File: config.mk
export PLATFORM = sky130hd
export DESIGN_NAME = operand_debounce
export DESIGN_NICKNAME = d
export VERILOG_FILES = /design/src/rtl/operand_debounce.sv
export SDC_FILE = /design/constraint.sdc
export NUM_CORES = 1
export LEC_CHECK = 0
export ABC_AREA = 1
export BUFFER_PORTS_ARGS = -buffer_cell sky130_fd_sc_hd__buf_2
export CAP_MARGIN = 30
export CORE_ASPECT_RATIO = 1.5
export CORE_MARGIN = 4
export CORE_UTILIZATION = 45
export CTS_BUF_LIST = sky130_fd_sc_hd__clkbuf_4
export DETAILED_ROUTE_END_ITERATION = 10
export PLACE_DENSITY = 0.68
export RECOVER_POWER = 25
export REMOVE_ABC_BUFFERS = 1
export SETUP_SLACK_MARGIN = 0.05
export SLEW_MARGIN = 10
export SYNTH_ARGS = -nofsm -noshare
export SYNTH_HDL_FRONTEND = slang
export SYNTH_SLANG_ARGS = --single-unit
File: constraint.sdc
create_clock -name clk -period 0.9 [get_ports clk]
set_input_delay 0.045 -clock clk [delete_from_list [all_inputs] [get_ports clk]]
set_output_delay 0.045 -clock clk [all_outputs]
set_load 0.02 [all_outputs]
File: src/rtl/operand_debounce.sv
// Two-flop synchronizer plus debounce FSM for the 4-bit operand inputs A and B.
// Define OPERAND_DEBOUNCE_EN to enable the debounce FSM; otherwise synchronized inputs pass straight through.
module operand_debounce #(
    parameter int DEBOUNCE_CYCLES = 12000
) (
    input  logic       clk,
    input  logic       rst_n,
    input  logic [3:0] raw_a,
    input  logic [3:0] raw_b,
    output logic [3:0] a,
    output logic [3:0] b,
    output logic       upd,
    output logic       busy
);

    if (DEBOUNCE_CYCLES < 2 || DEBOUNCE_CYCLES > 65535) begin : g_bad_param
        $error("operand_debounce: DEBOUNCE_CYCLES out of range 2..65535");
    end

    logic [7:0] sync1;
    logic [7:0] sync2;

    // Both operands share one synchronizer vector: s = {raw_b, raw_a}.
    always_ff @(posedge clk) begin
        if (!rst_n) begin
            sync1 <= 8'h00;
            sync2 <= 8'h00;
        end else begin
            sync1 <= {raw_b, raw_a};
            sync2 <= sync1;
        end
    end

`ifdef OPERAND_DEBOUNCE_EN

    typedef enum logic {
        IDLE   = 1'b0,
        SETTLE = 1'b1
    } state_t;

    localparam logic [15:0] LAST = 16'(DEBOUNCE_CYCLES - 1);

    state_t      state;
    logic [7:0]  cand;
    logic [15:0] cnt;

    always_ff @(posedge clk) begin
        if (!rst_n) begin
            state <= IDLE;
            cand  <= 8'h00;
            cnt   <= 16'h0000;
            a     <= 4'h0;
            b     <= 4'h0;
            upd   <= 1'b0;
            busy  <= 1'b0;
        end else begin
            upd <= 1'b0;
            case (state)
                IDLE: begin
                    cnt <= 16'h0000;
                    if (sync2 != {b, a}) begin
                        state <= SETTLE;
                        busy  <= 1'b1;
                        cand  <= sync2;
                    end
                end
                SETTLE: begin
                    if (sync2 != cand) begin
                        cand <= sync2;
                        cnt  <= 16'h0000;
                    end else if (cnt < LAST) begin
                        cnt <= cnt + 16'h0001;
                    end else begin
                        state <= IDLE;
                        busy  <= 1'b0;
                        cnt   <= 16'h0000;
                        // A glitch that settled back to the committed value is dropped silently.
                        if (cand != {b, a}) begin
                            {b, a} <= cand;
                            upd    <= 1'b1;
                        end
                    end
                end
                default: begin
                    state <= IDLE;
                    busy  <= 1'b0;
                    cnt   <= 16'h0000;
                end
            endcase
        end
    end

`else

    always_ff @(posedge clk) begin
        if (!rst_n) begin
            a   <= 4'h0;
            b   <= 4'h0;
            upd <= 1'b0;
        end else begin
            upd <= (sync2 != {b, a});
            if (sync2 != {b, a}) begin
                {b, a} <= sync2;
            end
        end
    end

    assign busy = 1'b0;

`endif

endmodule
# Yosys cells after proc, flatten, opt, wreduce, memory -nomap -nowiden
# Cells that the tools add are included.
# word_totals
n_memories	0
mem_bits_ro	0
in_bits	10
out_inout_bits	10
register_bits	25
ramBits	0
latch_bits	0
# classes
div	0
bitwise	0
n_addsub	0
eq_ne	1
mul	0
n_reduce_logical	0
shifts	0
magnitude_cmp	0
n_mux	0
# op_table
op	count
$ne 8x8->1	1

# Depth between registers and ports, before layout
# Gate-level depths: netlist of run 1.
# depth
depth_word	1
mapped_depth	7
depth_no_buf	7

# Worst setup path after synthesis of run 1
# Ideal clock, no wire load.
# synth_path
path_kind	register -> register
from	reg b[3]
to	reg upd
required_time_ns	0.789
slack_ns	-0.063
stages_incl_launch_ff	8
synth_period_minus_slack_ns	0.963
t_arrival_ns	0.851
path_cell_list	dfxtp_1 > inv_1 > nand2_1 > nand2_1 > nor2_2 > nand2_1 > nor2_1 > nor2_1
# synth_via
elab_chain_cells	1
# synth_lines
element	line	rtl
start, declared	11	output logic [3:0] b,
start signal, assigned	103	{b, a} <= sync2;
$ne 8x8->1	101	upd <= (sync2 != {b, a});
end signal, assigned	101	
end, declared	12	output logic upd,
# Every way passes these cells.
# A chain may end at the register's enable or synchronous reset.

# Worst setup path in the final report of run 1
# layout_path
from	reg a[1]
to	out a[1]
# layout_lines
element	line	rtl
start, declared	10	output logic [3:0] a,
start signal, assigned	103	
# No word-level cell between the ends.

==> metrics.json, run 1 <==
{
  "outcome": {"value": "finished, violations left"},
  "failed_checks": {"value": "setup timing"},
  "ir_worst_vdd": {"value": 0.001230, "unit": "V"},
  "cts.sink_count": {"value": 25},
  "cts_max_path_buffers": {"value": 2},
  "filler_cell_count": {"value": 164},
  "yosys_warnings": {"value": 0},
  "finalPower": {"value": 1866, "unit": "uW"},
  "finish.net_count": {"value": 163},
  "hold_violations": {"value": 0},
  "async_flop_share": {"value": 0},
  "slew_viol_final": {"value": 0},
  "stdcell_area": {"value": 0.001185, "unit": "mm^2"},
  "achievable_clock_frequency": {"value": 1.068, "unit": "GHz"},
  "insertion_delay": {"value": 0.30, "unit": "ns"},
  "ff_latch_count_synth": {"value": 25},
  "critical_path_class": {"value": "reg2out"},
  "worst_path_required": {"value": 0.85, "unit": "ns"},
  "critPathLaunchType": {"value": "register"},
  "critical_path.endpoint_type": {"value": "output port"},
  "grt_antenna_before_repair": {"value": 0},
  "final_cell_count_no_fill": {"value": 173},
  "fin_worst_skew": {"value": 0.001972, "unit": "ns"},
  "antenna_cells_inserted": {"value": 0},
  "die-width": {"value": 44.33, "unit": "um"},
  "drt.antenna.violating_nets": {"value": 0},
  "cell_taking_the_most_area_after_synthesis": {"value": "dfxtp_1"},
  "gr-usage-all-layers": {"value": 0.1015},
  "initial_core_util": {"value": 0.4804},
  "leakage": {"value": 0.0007256, "unit": "uW"},
  "final_worst_setup_slack": {"value": -0.03641, "unit": "ns"},
  "cts_root_buf": {"value": "clkbuf_4"},
  "detail_route.iter0.violations": {"value": 6},
  "finalWorstPathRequiredPeriod": {"value": 0.9364, "unit": "ns"},
  "detailedPlace.worstSlack": {"value": 0.006145, "unit": "ns"},
  "top_level_ports": {"value": 20},
  "timing.hold.worst.class": {"value": "in2reg"},
  "synth-edff-count": {"value": 0},
  "drt-wirelength-per-cell": {"value": 6.965, "unit": "um"},
  "core.rowCount": {"value": 19},
  "cp_max_fo": {"value": 3},
  "placeableCoreArea": {"value": 0.001854, "unit": "mm^2"},
  "final_setup_viols": {"value": 1},
  "cap_violations": {"value": 0},
  "period_share": {"value": 1.040},
  "cts-buffers-inserted": {"value": 3},
  "setup_tns": {"value": -0.03641, "unit": "ns"},
  "die-area": {"value": 0.002770, "unit": "mm^2"},
  "placement.io_buffers": {"value": 18},
  "worst-endpoint-arrival": {"value": 0.89, "unit": "ns"},
  "firstDrtPassIters": {"value": 4},
  "detail_route.wirelength": {"value": 1.205, "unit": "mm"},
  "most_common_library_cells_after_synthesis": {"value": "nand2_1, inv_1, dfxtp_1"},
  "final_layout_size_suffix_gt1_frac": {"value": 0.3092},
  "grt_pass1_vias": {"value": 567},
  "dominantRegCellSynth": {"value": "dfxtp_1"},
  "synth.top_cell.area_share": {"value": 0.5618},
  "overflow_left_after_global_routing": {"value": 0},
  "post_dp_cell_area": {"value": 979.7, "unit": "um^2"},
  "grt_first_pass_wirelength": {"value": 2.097, "unit": "mm"},
  "placer_congestion_estimate": {"value": 0.6270},
  "grt_max_degree": {"value": 26},
  "area_growth_syn_to_layout": {"value": 33.01, "unit": "%"},
  "tritoncts_clock_tree": {"value": "yes"},
  "rsz0062_at_grt": {"value": "true"},
  "netlist_top_cells_area": {"value": "dfxtp_1, nand2_1, inv_1, nor2_1, buf_4"},
  "vias": {"value": 677},
  "multi_input_gate_area": {"value": 229.0, "unit": "um^2"},
  "detail_route.drc_violations": {"value": 0},
  "netlist_instances": {"value": 125},
  "syn_area_per_cell": {"value": 7.127, "unit": "um^2"},
  "yosys.cell_types.count": {"value": 8},
  "ctsHtreeMaxLevel": {"value": 1},
  "register_area": {"value": 523.0, "unit": "um^2"},
  "synth_sequential_area_ratio": {"value": 0.5618},
  "synth_area": {"value": 890.9, "unit": "um^2"},
  "worst_setup_hold_path_clk_slew": {"value": 0.12, "unit": "ns"},
  "die_h": {"value": 62.49, "unit": "um"},
  "dpl.hpwl": {"value": 851.8, "unit": "um"},
  "most_common_cell_in_the_netlist": {"value": "nand2_1"},
  "post_drt_via_cell_ratio": {"value": 3.913},
  "pwr_density_cell": {"value": 1575, "unit": "mW/mm^2"},
  "placed_cells": {"value": 160}
}
## repair_timing
item / CTS / global route
setup endpoints to repair: 9 / 10
gates resized for setup: 22 / 19
setup buffers: 0 / 1
endpoints found under the hold margin: 8 / 0
pin swaps: 1 / 5
hold buffers: 8 / 0
gates cloned: 0 / 0
## layer usage
metal  vias up  track usage  share of wire
met5         -            0              0
met1       276       0.1109           0.41
met3         2      0.01729          0.055
li1        385            -              -
met2        14       0.1642           0.52
met4         0      0.07925          0.012
## layout make-up
class                      count  area share
clock buffer                   4     0.02534
timing repair buffer          27      0.1943
tap                           21     0.02218
inverter                      39      0.1235
multi-input combinational     57      0.1932
sequential                    25      0.4414
## power by group
group	internal (uW)	switching [uW]	leakage (uW)
registers	1160	23.9	0.000213
clock network	203	288	0.0000184
logic	98.5	96.3	0.000494
total	1460	408	0.000726
## stage by stage
step                hold slack [ns]    util
finish                       0.1322  0.6390
floorplan                    0.1385       -
global route                 0.1499  0.6390
global placement             0.2209  0.5283
CTS                          0.1276  0.6107
detailed placement           0.2256  0.5283
## worst max-delay path, cell delays in order (launching register included)
cell and delay [ns]:
dfxtp_2 0.35, buf_4 0.13, buf_6 0.12
## flip-flops by register name, indices dropped and copies added (netlist names)
| name | flops |
|---|---|
| sync1 | 8 |
| sync2 | 8 |
| a | 4 |
| b | 4 |
| upd | 1 |
## layout by cell type (no fill, tap or decap)
master and n:
nand2_1 43, inv_1 37, dfxtp_2 15, buf_2 9, dfxtp_1 9, dlygate4sd3_1 8, buf_6 8, nor2_1 7
clkbuf_4 4, nor2_2 3, nand2_2 3, inv_2 2, buf_4 2, conb_1 1, dfxtp_4 1
## cell families (layout without fill, tap and decap cells)
| kind of cell | Yosys count | in the layout | share of synthesized area |
|---|---|---|---|
| buffers and inverters | 43 | 70 | 0.1952 |
| DFF | 25 | 25 | 0.5618 |
| other | 1 | 1 | 0.004209 |
| and+or+nand+nor | 56 | 56 | 0.2388 |
## path summary, 6_finish.rpt
check,start,endpoint,slack (ns),depth (start not counted)
setup / recovery,a[1]$_SDFFE_PN0P_,a[1],-0.04,2
hold / removal,rst_n,sync2[1]$_SDFF_PN0_,0.13,3
setup reg to reg,a[1]$_SDFFE_PN0P_,upd$_SDFF_PN0_,0.01,6
hold reg to reg,sync1[3]$_SDFF_PN0_,sync2[3]$_SDFF_PN0_,0.42,2
No activity file was read; power rests on OpenSTA's default activity.
==> run 2, diff against run 1 <==
Settings changed: ABC_AREA 1 to default, CORE_ASPECT_RATIO 1.5 to default, HOLD_SLACK_MARGIN from default to 0.06, PLACE_DENSITY 0.68 to 0.7.
==> run 2 against run 1 <==
The flow still finishes with violations (setup timing). First-iteration DRC count decreased by 100%. Power shrank 1.9%. Register-to-register slack worse by 0.13 ns. Sequential share of layout area increased by 4.6 points. Setup slack got worse by 0.083 ns. Clock power shrank 2%. Global-route usage is 0.48 points higher. Cell area fell by 12%. Combinational power decreased by 12%.
==> metrics.json, run 2 <==
{
  "outcome": {"value": "finished, violations left"},
  "failed_checks": {"value": "setup timing"},
  "gr-usage-all-layers": {"value": 0.1062},
  "detail_route.iter0.violations": {"value": 0},
  "path_depth": {"value": 3},
  "cts_root_buf": {"value": "clkbuf_4"},
  "antenna_cells_inserted": {"value": 0},
  "final_layout_size_suffix_gt1_frac": {"value": 0.3587},
  "largest_registers_in_the_final_layout": {"value": "sync1 x8, sync2 x8"},
  "power.share.clock": {"value": 0.264},
  "initial_core_util": {"value": 0.4880},
  "detailedPlace.worstSlack": {"value": -0.2116, "unit": "ns"},
  "detail_route.wirelength": {"value": 1.091, "unit": "mm"},
  "cell_taking_the_most_area_after_synthesis": {"value": "dfxtp_1"},
  "hold_violations": {"value": 0},
  "path_cells": {"value": "xor2_1 > nor4_2 > a21boi_1"},
  "post_dp_cell_area": {"value": 854.6, "unit": "um^2"},
  "seq_power_share": {"value": 0.643},
  "critical_path.slowest_cell": {"value": "dfxtp_2"},
  "timing.hold.worst.class": {"value": "in2reg"},
  "yosys.cell_types.count": {"value": 9},
  "placement.io_buffers": {"value": 18},
  "rsz0062_at_grt": {"value": "true"},
  "worst_r2r_endpoint": {"value": "upd$_SDFF_PN0_"},
  "drt.antenna.violating_nets": {"value": 0},
  "area_growth_syn_to_layout": {"value": 37.66, "unit": "%"},
  "register_area": {"value": 510.5, "unit": "um^2"},
  "ctsHtreeMaxLevel": {"value": 1},
  "leakage": {"value": 0.0004988, "unit": "uW"},
  "ir_worst_vdd": {"value": 0.0009274, "unit": "V"},
  "multi_input_gate_area": {"value": 256.5, "unit": "um^2"},
  "drt-wirelength-per-cell": {"value": 10.10, "unit": "um"},
  "critPathMaxStageDelay": {"value": 0.34, "unit": "ns"},
  "ff_latch_count_synth": {"value": 25},
  "power_switching": {"value": 371.3, "unit": "uW"},
  "filler_cell_count": {"value": 124},
  "worst_path_required": {"value": 1.09, "unit": "ns"},
  "pwr_density_cell": {"value": 1747, "unit": "mW/mm^2"},
  "critical_path.endpoint_type": {"value": "register"},
  "core.rowCount": {"value": 14},
  "firstDrtPassIters": {"value": 1},
  "netlist_instances": {"value": 64},
  "most_common_library_cells_after_synthesis": {"value": "dfxtp_1, and2_1, xor2_1"},
  "die-width": {"value": 49.12, "unit": "um"},
  "post_drt_via_cell_ratio": {"value": 4.352},
  "slew_viol_final": {"value": 0},
  "placeableCoreArea": {"value": 0.001559, "unit": "mm^2"},
  "achievable_clock_frequency": {"value": 0.9805, "unit": "GHz"},
  "vias": {"value": 470},
  "netlist_top_cells_area": {"value": "dfxtp_1, and2_1, xor2_1, nor4_1, a21boi_1"},
  "worst_setup_hold_path_clk_slew": {"value": 0.12, "unit": "ns"},
  "die-area": {"value": 0.002412, "unit": "mm^2"},
  "worstPathBufferInverterCount": {"value": 0},
  "synth_sequential_area_ratio": {"value": 0.6579},
  "top_level_ports": {"value": 20},
  "most_common_cell_in_the_netlist": {"value": "dfxtp_1"},
  "grt_first_pass_wirelength": {"value": 1.945, "unit": "mm"},
  "final_setup_viols": {"value": 2},
  "synth.top_cell.area_share": {"value": 0.6579},
  "final_worst_setup_slack": {"value": -0.1199, "unit": "ns"},
  "critPathTopFamily": {"value": "flip-flops"},
  "detail_route.drc_violations": {"value": 0},
  "p_sw_frac": {"value": 0.2029},
  "die_h": {"value": 49.12, "unit": "um"},
  "r2r_slack": {"value": -0.12, "unit": "ns"},
  "yosys_warnings": {"value": 0},
  "crit_path_to": {"value": "upd$_SDFF_PN0_"},
  "setup_tns": {"value": -0.1445, "unit": "ns"},
  "stdcell_area": {"value": 0.001047, "unit": "mm^2"},
  "cell_int_power": {"value": 1459, "unit": "uW"},
  "finalHoldWorstSlack": {"value": 0.1571, "unit": "ns"},
  "fin_worst_skew": {"value": 0.002868, "unit": "ns"},
  "period_share": {"value": 1.133},
  "origin_of_the_critical_flop_to_flop_path": {"value": "a[1]$_SDFFE_PN0P_"},
  "worst-endpoint-arrival": {"value": 1.21, "unit": "ns"},
  "placer_congestion_estimate": {"value": 0.6476},
  "combinationalPowerShare": {"value": 0.093},
  "dominantRegCellSynth": {"value": "dfxtp_1"},
  "grt_antenna_before_repair": {"value": 0},
  "insertion_delay": {"value": 0.30, "unit": "ns"},
  "worstSetupStartpoint": {"value": "a[1]$_SDFFE_PN0P_"},
  "overflow_left_after_global_routing": {"value": 0},
  "synth-edff-count": {"value": 0},
  "finalCoreUtilization": {"value": 0.6718},
  "cp_max_fo": {"value": 2},
  "cts-buffers-inserted": {"value": 3},
  "finish.net_count": {"value": 103},
  "grt_pass1_vias": {"value": 458},
  "syn_area_per_cell": {"value": 11.89, "unit": "um^2"},
  "grt_max_degree": {"value": 26},
  "final_common_cell": {"value": "and2_1"},
  "critPathLaunchType": {"value": "register"},
  "critical_path_class": {"value": "reg2reg"},
  "cap_violations": {"value": 0},
  "finalWorstPathRequiredPeriod": {"value": 1.020, "unit": "ns"},
  "cts.sink_count": {"value": 25},
  "async_flop_share": {"value": 0},
  "synth_area": {"value": 760.7, "unit": "um^2"},
  "most-common-layout-cells": {"value": "and2_1, dfxtp_1, buf_2"},
  "tritoncts_clock_tree": {"value": "yes"},
  "cts_max_path_buffers": {"value": 2},
  "worst_r2r_path_depth": {"value": 3}
}
==> run 2: cell type report <==
cell class | instances | area share
clock buffer | 4 | 0.02867
multi-input combinational | 36 | 0.2449
sequential | 25 | 0.4875
tap | 16 | 0.01912
timing repair buffer | 27 | 0.2198
==> run 2: worst min path at each step <==
stage | start | endpoint | slack [ns] | cells after the start
floorplan | rst_n | sync1[0]$_SDFF_PN0_ | 0.17 | 1
global placement | raw_b[1] | sync1[5]$_SDFF_PN0_ | 0.24 | 2
detailed placement | raw_a[1] | sync1[1]$_SDFF_PN0_ | 0.25 | 2
CTS | rst_n | sync1[1]$_SDFF_PN0_ | 0.15 | 2
global route | rst_n | sync2[3]$_SDFF_PN0_ | 0.15 | 2
finish | rst_n | sync1[4]$_SDFF_PN0_ | 0.16 | 2
==> run 2: timing repair <==
| action | in CTS | in global routing |
|---|---|---|
| hold buffers | 8 | 0 |
| gates resized for setup | 18 | 9 |
| setup endpoints to repair | 9 | 10 |
| endpoints found under the hold margin | 8 | 0 |
| setup buffers | 0 | 1 |
==> run 2: routing by layer <==
metal / track usage / share of wire / routed length, um / up-vias
li1: - / - / - / 251
met1: 0.1143 / 0.41 / 447 / 205
met2: 0.1786 / 0.52 / 563 / 12
met3: 0.03058 / 0.062 / 68 / 2
met4: 0.07109 / 0.011 / 12 / 0
met5: 0 / 0 / 0 / -
==> run 2: through the flow <==
| step | std cells | total power [uW] |
|---|---|---|
| global route | 108 | 1930 |
| detailed placement | 95 | 1319 |
| floorplan | 61 | 1266 |
| finish | 108 | 1830 |
| global placement | 95 | 1313 |
| CTS | 107 | 1851 |
==> run 2: logic make-up after synthesis <==
| logic type | count (synthesis) | synth area share |
|---|---|---|
| AND/OR/NAND/NOR | 26 | 0.2138 |
| flip-flops | 25 | 0.6579 |
| XOR/XNOR | 8 | 0.09211 |
| buffers and inverters | 3 | 0.02137 |
| AO/OA/AOI/OAI | 1 | 0.009872 |
| other | 1 | 0.004929 |
==> run 2: power by group through the flow <==
stage / combinational, uW / sequential [uW] / clock, uW
global route: 189 / 1180 / 559
global placement: 117 / 1200 / 0
detailed placement: 122 / 1200 / 0
floorplan: 52.5 / 1210 / 0
CTS: 159 / 1180 / 517
finish: 171 / 1180 / 483
==> run 3, diff against run 2 <==
Settings changed: CAP_MARGIN 30 to 10, HOLD_SLACK_MARGIN 0.06 to 0.05.
Clock period 0.9 ns to 1.2 ns, I/O delays scaled along.
==> run 3 against run 2 <==
The flow now finishes without violations. Highest routed layer unchanged. Hold slack gained 0.015 ns. First-iteration DRC count is the same. Setup slack gained 0.29 ns. Sequential power shrank 26%. Global-route usage shrank 0.32 points.
==> metrics.json, run 3 (synthesized netlist as in run 2, its figures left out) <==
{
  "outcome": {"value": "finished, final reports clean"},
  "overflow_left_after_global_routing": {"value": 0},
  "worst-endpoint-arrival": {"value": 1.22, "unit": "ns"},
  "final_setup_viols": {"value": 0},
  "core.rowCount": {"value": 14},
  "detail_route.iter0.violations": {"value": 0},
  "p_sw_frac": {"value": 0.2040},
  "cap_violations": {"value": 0},
  "period_share": {"value": 0.8548},
  "cts_root_buf": {"value": "clkbuf_4"},
  "vias": {"value": 455},
  "ir_worst_vdd": {"value": 0.0007117, "unit": "V"},
  "achievable_clock_frequency": {"value": 0.9749, "unit": "GHz"},
  "hold_violations": {"value": 0},
  "cell_int_power": {"value": 1080, "unit": "uW"},
  "fin_worst_skew": {"value": 0.004523, "unit": "ns"},
  "rsz0062_at_grt": {"value": "false"},
  "grt_antenna_before_repair": {"value": 0},
  "power_switching": {"value": 276.8, "unit": "uW"},
  "pwr_density_cell": {"value": 1397, "unit": "mW/mm^2"},
  "cts.sink_count": {"value": 25},
  "critPathLaunchType": {"value": "register"},
  "worst_r2r_endpoint": {"value": "upd$_SDFF_PN0_"},
  "finalCoreUtilization": {"value": 0.6228},
  "cp_max_fo": {"value": 2},
  "final_common_cell": {"value": "dfxtp_1"},
  "cts_max_path_buffers": {"value": 2},
  "multi_input_gate_area": {"value": 250.2, "unit": "um^2"},
  "critical_path_class": {"value": "reg2reg"},
  "grt_first_pass_wirelength": {"value": 1.876, "unit": "mm"},
  "placement.io_buffers": {"value": 18},
  "register_area": {"value": 500.5, "unit": "um^2"},
  "top_level_ports": {"value": 20},
  "tritoncts_clock_tree": {"value": "yes"},
  "drt-wirelength-per-cell": {"value": 9.907, "unit": "um"},
  "detail_route.wirelength": {"value": 1.060, "unit": "mm"},
  "die-width": {"value": 49.12, "unit": "um"},
  "timing.hold.worst.class": {"value": "in2reg"},
  "worst_r2r_path_depth": {"value": 3},
  "combinationalPowerShare": {"value": 0.083},
  "grt_max_degree": {"value": 26},
  "leakage": {"value": 0.0004819, "unit": "uW"},
  "most-common-layout-cells": {"value": "dfxtp_1, and2_1, buf_2"},
  "cts-buffers-inserted": {"value": 3},
  "filler_cell_count": {"value": 138},
  "r2r_slack": {"value": 0.17, "unit": "ns"},
  "die_h": {"value": 49.12, "unit": "um"},
  "placer_congestion_estimate": {"value": 0.6476},
  "critical_path.endpoint_type": {"value": "register"},
  "worstSetupStartpoint": {"value": "a[1]$_SDFFE_PN0P_"},
  "grt_pass1_vias": {"value": 429},
  "final_cell_count_no_fill": {"value": 107},
  "power.share.clock": {"value": 0.269},
  "origin_of_the_critical_flop_to_flop_path": {"value": "a[1]$_SDFFE_PN0P_"},
  "initial_core_util": {"value": 0.4880},
  "detail_route.drc_violations": {"value": 0},
  "gr-usage-all-layers": {"value": 0.1030},
  "crit_path_to": {"value": "upd$_SDFF_PN0_"},
  "post_drt_via_cell_ratio": {"value": 4.252},
  "finalWorstPathRequiredPeriod": {"value": 1.026, "unit": "ns"},
  "seq_power_share": {"value": 0.648},
  "antenna_cells_inserted": {"value": 0},
  "worst_setup_hold_path_clk_slew": {"value": 0.12, "unit": "ns"},
  "cts.repair_timing.setup_buffer_count": {"value": 0},
  "finalPower": {"value": 1356, "unit": "uW"},
  "insertion_delay": {"value": 0.30, "unit": "ns"},
  "slew_viol_final": {"value": 0},
  "largest_registers_in_the_final_layout": {"value": "sync1 x8, sync2 x8"},
  "firstDrtPassIters": {"value": 1},
  "placeableCoreArea": {"value": 0.001559, "unit": "mm^2"},
  "setup_tns": {"value": 0, "unit": "ns"},
  "worst_path_required": {"value": 1.39, "unit": "ns"},
  "ctsHtreeMaxLevel": {"value": 1},
  "drt.antenna.violating_nets": {"value": 0},
  "placed_cells": {"value": 95},
  "area_growth_syn_to_layout": {"value": 27.63, "unit": "%"},
  "die-area": {"value": 0.002412, "unit": "mm^2"},
  "final_layout_size_suffix_gt1_frac": {"value": 0.2527},
  "finish.net_count": {"value": 102}
}
## run 3: cell types whose count changed in the layout (fill, tap and decap cells not counted), sizes merged
cell,delta
buf,-1
## run 3: power groups by stage
stage | clock (uW) | combinational [uW] | sequential (uW)
5_1_grt | 419 | 127 | 884
4_1_cts | 388 | 111 | 880
2_1_floorplan | 0 | 39.4 | 910
3_5_place_dp | 0 | 91.2 | 898
6_report | 365 | 113 | 879
3_3_place_gp | 0 | 87.9 | 897
## run 3: worst min-delay path by stage
stage	from	to	slack, ns	depth (start not counted)
after floorplan	rst_n	sync1[0]$_SDFF_PN0_	0.18	1
after detailed placement	raw_a[1]	sync1[1]$_SDFF_PN0_	0.27	2
final	rst_n	sync1[4]$_SDFF_PN0_	0.17	2
after global placement	raw_b[1]	sync1[5]$_SDFF_PN0_	0.26	2
after CTS	rst_n	sync1[1]$_SDFF_PN0_	0.16	2
after global routing	rst_n	sync2[4]$_SDFF_PN0_	0.17	2
## run 3: area by class of cell
| cell class | instances | share of cell area |
|---|---|---|
| repair buffers | 26 | 0.1753 |
| multi-input cells | 36 | 0.2577 |
| well taps | 16 | 0.02062 |
| flip-flops and latches | 25 | 0.5155 |
| clock buffers | 4 | 0.03093 |
## run 3: what timing repair did
| action | 4_1_cts | 5_1_grt |
|---|---|---|
| endpoints found under the setup margin | 0 | 1 |
| hold buffers | 8 | 0 |
| endpoints found under the hold margin | 8 | 0 |
| gates resized for setup | 0 | 1 |
## run 3: critical path, cell delays in order (launching register included)
cell and delay [ns]:
dfxtp_1 0.34, xor2_1 0.16, nor4_2 0.31, a21boi_1 0.11
## run 3: metrics by stage
step / area, um^2 / worst slack, ns / hold slack (ns)
3_3_place_gp: 854.6 / 0.1991 / 0.2589
2_1_floorplan: 744.5 / 0.1979 / 0.1817
3_5_place_dp: 854.6 / 0.08842 / 0.2685
6_report: 970.9 / 0.1742 / 0.1718
5_1_grt: 970.9 / 0.06882 / 0.1694
4_1_cts: 964.7 / 0.07189 / 0.1605
## run 3: metal layers
layer / GRT usage / vias to the layer above / part of all wire
li1: - / 247 / -
met1: 0.1181 / 194 / 0.43
met2: 0.1629 / 12 / 0.50
met3: 0.03058 / 2 / 0.064
met4: 0.07109 / 0 / 0.011
met5: 0 / - / 0
